[src/rtl/data_bus_arbiter.sv]
// data_bus_arbiter
//   Shares one data SRAM between two req/ack masters. Port 0 (CPU bus) has
//   priority. A saturating starvation counter lets port 1 win a tie after
//   MAX_CPU_BURST consecutive port-0 grants. Every access takes three cycles:
//   IDLE (arbitrate and latch) -> ACCESS (drive SRAM) -> RESP (ack).
//   An access to an address outside [MEM_START_ADDR, MEM_STOP_ADDR] completes
//   with err and does not touch the SRAM.
// Ports
//   clk, reset                   clock, synchronous active-high reset
//   pN_req/we/addr/wdata         request, held stable until pN_ack
//   pN_ack, pN_rdata             one-cycle completion pulse, read data with it
//   mem_cs/we/oe/addr/wdata      SRAM controls, asserted only in ACCESS
//   mem_rdata                    SRAM read data, valid the cycle after cs&oe
//   err                          out-of-window flag, pulses with ack
module data_bus_arbiter #(
  parameter int unsigned            DATA_WIDTH     = 8,
  parameter int unsigned            ADDR_WIDTH     = 16,
  parameter logic [ADDR_WIDTH-1:0]  MEM_START_ADDR = 'h40,
  parameter logic [ADDR_WIDTH-1:0]  MEM_STOP_ADDR  = 'hBF,
  parameter int unsigned            MAX_CPU_BURST  = 4
) (
  input  logic                  clk,
  input  logic                  reset,
  input  logic                  p0_req,
  input  logic                  p0_we,
  input  logic [ADDR_WIDTH-1:0] p0_addr,
  input  logic [DATA_WIDTH-1:0] p0_wdata,
  output logic                  p0_ack,
  output logic [DATA_WIDTH-1:0] p0_rdata,
  input  logic                  p1_req,
  input  logic                  p1_we,
  input  logic [ADDR_WIDTH-1:0] p1_addr,
  input  logic [DATA_WIDTH-1:0] p1_wdata,
  output logic                  p1_ack,
  output logic [DATA_WIDTH-1:0] p1_rdata,
  output logic                  mem_cs,
  output logic                  mem_we,
  output logic                  mem_oe,
  output logic [ADDR_WIDTH-1:0] mem_addr,
  output logic [DATA_WIDTH-1:0] mem_wdata,
  input  logic [DATA_WIDTH-1:0] mem_rdata,
  output logic                  err
);

  localparam int unsigned CNT_W = (MAX_CPU_BURST > 0) ? $clog2(MAX_CPU_BURST + 1) : 1;
  localparam logic [CNT_W-1:0] CNT_MAX = CNT_W'(MAX_CPU_BURST);

  typedef enum logic [1:0] {
    ST_IDLE,
    ST_ACCESS,
    ST_RESP
  } state_e;

  state_e                state_q, state_d;
  logic                  owner_q, owner_d;
  logic                  we_q, we_d;
  logic [ADDR_WIDTH-1:0] addr_q, addr_d;
  logic [DATA_WIDTH-1:0] wdata_q, wdata_d;
  logic                  in_win_q, in_win_d;
  logic [CNT_W-1:0]      starve_q, starve_d;

  logic                  grant_p1;
  logic [ADDR_WIDTH-1:0] sel_addr;
  logic [DATA_WIDTH-1:0] resp_rdata;

  // Next-state, arbitration and request latching
  always_comb begin
    state_d  = state_q;
    owner_d  = owner_q;
    we_d     = we_q;
    addr_d   = addr_q;
    wdata_d  = wdata_q;
    in_win_d = in_win_q;
    starve_d = starve_q;
    grant_p1 = 1'b0;
    sel_addr = '0;

    unique case (state_q)
      ST_IDLE: begin
        // A lone requester always wins; on a tie port 1 wins only once the
        // counter has saturated.
        grant_p1 = p1_req && (!p0_req || (starve_q == CNT_MAX));
        sel_addr = grant_p1 ? p1_addr : p0_addr;

        if (!p1_req || grant_p1) begin
          starve_d = '0;
        end else if (starve_q != CNT_MAX) begin
          // p1 waiting and not granted: port 0 took this slot
          starve_d = starve_q + 1'b1;
        end

        if (p0_req || p1_req) begin
          owner_d  = grant_p1;
          we_d     = grant_p1 ? p1_we    : p0_we;
          addr_d   = sel_addr;
          wdata_d  = grant_p1 ? p1_wdata : p0_wdata;
          in_win_d = (sel_addr >= MEM_START_ADDR) && (sel_addr <= MEM_STOP_ADDR);
          state_d  = ST_ACCESS;
        end
      end
      ST_ACCESS: state_d = ST_RESP;
      ST_RESP:   state_d = ST_IDLE;
      default:   state_d = ST_IDLE;
    endcase
  end

  // Outputs are decoded from the registered state, so reset clears them all
  always_comb begin
    mem_cs     = 1'b0;
    mem_we     = 1'b0;
    mem_oe     = 1'b0;
    mem_addr   = '0;
    mem_wdata  = '0;
    p0_ack     = 1'b0;
    p1_ack     = 1'b0;
    p0_rdata   = '0;
    p1_rdata   = '0;
    err        = 1'b0;
    resp_rdata = '0;

    if (state_q == ST_ACCESS && in_win_q) begin
      mem_cs    = 1'b1;
      mem_we    = we_q;
      mem_oe    = !we_q;
      mem_addr  = addr_q - MEM_START_ADDR;
      mem_wdata = wdata_q;
    end

    if (state_q == ST_RESP) begin
      err = !in_win_q;
      if (!we_q && in_win_q) begin
        resp_rdata = mem_rdata;
      end
      if (owner_q) begin
        p1_ack   = 1'b1;
        p1_rdata = resp_rdata;
      end else begin
        p0_ack   = 1'b1;
        p0_rdata = resp_rdata;
      end
    end
  end

  always_ff @(posedge clk) begin
    if (reset) begin
      state_q  <= ST_IDLE;
      owner_q  <= 1'b0;
      we_q     <= 1'b0;
      addr_q   <= '0;
      wdata_q  <= '0;
      in_win_q <= 1'b0;
      starve_q <= '0;
    end else begin
      state_q  <= state_d;
      owner_q  <= owner_d;
      we_q     <= we_d;
      addr_q   <= addr_d;
      wdata_q  <= wdata_d;
      in_win_q <= in_win_d;
      starve_q <= starve_d;
    end
  end

endmodule

[config.mk]
export PLATFORM = sky130hd
export DESIGN_NAME = data_bus_arbiter
export DESIGN_NICKNAME = d
export VERILOG_FILES = /design/src/rtl/data_bus_arbiter.sv
export SDC_FILE = /design/constraint.sdc
export NUM_CORES = 1
export LEC_CHECK = 0
export CORE_MARGIN = 2
export CORE_UTILIZATION = 30
export DETAILED_ROUTE_END_ITERATION = 8
export HOLD_SLACK_MARGIN = 0.1
export PLACE_DENSITY = 0.73
export SKIP_LAST_GASP = 1
export SLEW_MARGIN = 20
export SYNTH_ARGS = -nofsm -noshare
export SYNTH_HDL_FRONTEND = slang
export SYNTH_SLANG_ARGS = --single-unit
[constraint.sdc]
create_clock -name clk -period 2 [get_ports clk]
set_clock_uncertainty 0.15 [all_clocks]
set_input_delay 0.4 -clock clk [delete_from_list [all_inputs] [get_ports clk]]
set_output_delay 0.4 -clock clk [all_outputs]
set_load 0.05 [all_outputs]
==> flow_metrics.env <==
export IMPL_dieHeight_um=87.1
export IMPL_synth_seq_cells=32
export IMPL_regToRegSetupSlack_ps=260
export IMPL_totalPowerFinal_w=0.00204
export IMPL_grt_pass1_wl_um=10400
export IMPL_gp_congestion=0.815
export IMPL_yosysUniqueCellTypes=34
export IMPL_crit_path_max_fanout=3
export IMPL_crit_path_end_kind="output port"
export IMPL_whs_ps=361
export IMPL_setup_ws_ps=-156
export IMPL_clkLatencyLatePin_ps=280
export IMPL_cp_start_kind="flip-flop"
export IMPL_start_util_pct=30.7
export IMPL_synthesis_area_um2=2070
export IMPL_crit_type="reg -> out"
export IMPL_portBuffers=107
export IMPL_routed_wl_um=6810
export IMPL_root_buffer="clkbuf_8"
export IMPL_worst_slew_pin_slew_ps=319
export IMPL_hp_class="reg -> reg"
export IMPL_drive_gt1_share_pct=40.9
export IMPL_pwr_density_cell_nw_per_um2=494
export IMPL_gr_total_overflow=0
export IMPL_violations="setup timing"
export IMPL_ys_warn_count=0
export IMPL_dieArea_um2=7590
export IMPL_synth_cells=256
export IMPL_maxCapViolCount=0
export IMPL_ys_seq_area_share_pct=30.9
export IMPL_vias=2270
export IMPL_cts_buffer_depth=2
export IMPL_hpwl_um=4970
export IMPL_drc=0
export IMPL_irDropWorstVdd_mv=0.287
export IMPL_fin_cells=459
export IMPL_diodes=0
export IMPL_cts_sinks=32
export IMPL_grt_pass1_vias=2237
export IMPL_avgViaCountPerCell=4.95
export IMPL_syn_nets=321
export IMPL_syn_avg_cell_area_um2=8.10
export IMPL_drt_first_pass_iters=4
export IMPL_ant_nets=0
export IMPL_cp_arrival_ps=1610
export IMPL_cts_tree="done"
export IMPL_nNetsFinal=443
export IMPL_power_leakage_nw=1.63
export IMPL_numCtsBuffers=5
export IMPL_finalCritPeriodShare_pct=108
export IMPL_dp_cells=439
export IMPL_hold_violations=0
export IMPL_critical_path_required_ps=1450
export IMPL_syn_to_final_growth_pct=98.9
export IMPL_wire_per_inst_um=14.8
export IMPL_outcome="finished with violations"
export IMPL_antenna_found_initial=0
export IMPL_h_tree_depth=2
export IMPL_fmax_mhz=464
export IMPL_die_width_um=87.1
export IMPL_post_route_min_period_ps=2160
export IMPL_pin_count=108
export IMPL_grt_max_degree=34
export IMPL_postLayoutCoreUtil_pct=61.0
export IMPL_num_rows=30
export IMPL_clk_pin_slew_ps=70
export IMPL_relSlewSlack_pct=78.7
export IMPL_drt_iter0_markers=91
export IMPL_core_um2=6760
export IMPL_slew_violations=0
export IMPL_rsz0062_at_grt="true"
export IMPL_setup_violations=20
export IMPL_grt_total_usage_pct=17.5
## through the flow
stage | setup slack (ps) | setup TNS [ps] | cell area [µm²]
after global routing | -218 | -2170 | 4120
final | -156 | -739 | 4120
after floorplan | -189 | -3020 | 2100
after detailed placement | -37.6 | -403 | 3760
after global placement | 6.28 | 0 | 3760
after CTS | -135 | -1080 | 3950
## synth_stat cells (all sizes together)
| master | instances | area (µm²) |
|---|---|---|
| a21oi | 1 | 5.00 |
| o21ai | 1 | 5.00 |
| and3b | 1 | 8.76 |
| xor2 | 7 | 61.3 |
| nand2 | 56 | 210 |
| nor3 | 3 | 15.0 |
| nor2 | 43 | 174 |
| nand4 | 2 | 12.5 |
| a21boi | 2 | 18.8 |
| nor4 | 5 | 37.5 |
| and2 | 17 | 106 |
| inv | 6 | 22.5 |
| nor3b | 1 | 7.51 |
| clkbuf | 6 | 22.5 |
| a311oi | 26 | 365 |
| nand3b | 1 | 7.51 |
| xnor2 | 5 | 43.8 |
| buf | 12 | 104 |
| nor2b | 3 | 18.8 |
| nand2b | 2 | 12.5 |
| and3 | 16 | 100 |
| nor4b | 1 | 8.76 |
| o21a | 1 | 7.51 |
| dfxtp | 32 | 641 |
| ha | 3 | 37.5 |
| mux2i | 1 | 10.0 |
| nand3 | 2 | 10.0 |
## registers in the layout, indices dropped and copies added (netlist names)
name      count
addr_q       16
wdata_q       8
starve_q      3
state_q       2
in_win_q      1
owner_q       1
we_q          1
## where the power goes
| group | switching, W | leakage [nW] | total [W] | internal, W |
|---|---|---|---|---|
| Combinational | 0.000360 | 1.31 | 0.000752 | 0.000392 |
| Sequential | 0.0000603 | 0.269 | 0.000769 | 0.000709 |
| Clock | 0.000241 | 0.0510 | 0.000516 | 0.000274 |
| Total | 0.000662 | 1.63 | 0.00204 | 0.00138 |
## worst max-delay path: stages (launching register included)
cell and delay [ps]:
dfxtp_4 360, nor4_4 290, buf_4 170, nand2_2 60
xor2_1 140, nor2_2 160, buf_12 150
## cells by family after synthesis
group           after synthesis  synth area share (%)
simple gates                153                  35.2
compound gates               31                  19.4
mux                           1                 0.483
flops                        32                  30.9
xor+xnor                     12                  5.07
buf+inv                      24                  7.18
fa+ha+maj                     3                  1.81
## final timing paths
| kind | endpoint | cells after the start | from |
|---|---|---|---|
| min reg2reg | starve_q[1] | 2 | starve_q[1] |
| min | starve_q[1] | 2 | starve_q[1] |
| max reg2reg | in_win_q | 7 | starve_q[0] |
| max | mem_addr[12] | 6 | addr_q[10] |
## per-layer routing
layer / vias to the layer above / global-route usage (%) / wire (µm)
li1: 1121 / - / -
met1: 1085 / 19.7 / 2650
met2: 56 / 32.4 / 3780
met3: 8 / 3.60 / 290
met4: 0 / 5.87 / 82
met5: - / 0 / 0
## layout by cell type, fill, tap and decap left out, drive strengths merged, types with 2 or more instances in the layout
cell and n:
buf 69, clkinvlp 2, a311oi 26, ha 3, clkinv 2, xnor2 5, xor2 7, nor3 3
nand3 2, clkbuf 6, and2 17, nor2b 3, a21boi 2, clkdlybuf4s50 61, nor4 5, dfxtp 32
nand2b 2, and3 16, nand4 2, inv 5, nor2 45, nand2 56
## final cells by class
class,count,area (µm²)
fillers,561,2630
repair buffers,130,1770
multi-input cells,202,1470
flip-flops and latches,32,661
well taps,80,100
clock buffers,6,82.6
inverters,6,26.3
clock inverters,2,10.0
repair inverters,1,7.51
## what timing repair did
action	CTS	global route
pin swaps	9	23
hold buffers	0	0
resized for setup	22	35
gates cloned	2	1
buffers inserted	3	6
endpoints found under the setup margin	40	43
No activity file was read; power rests on OpenSTA's default activity.
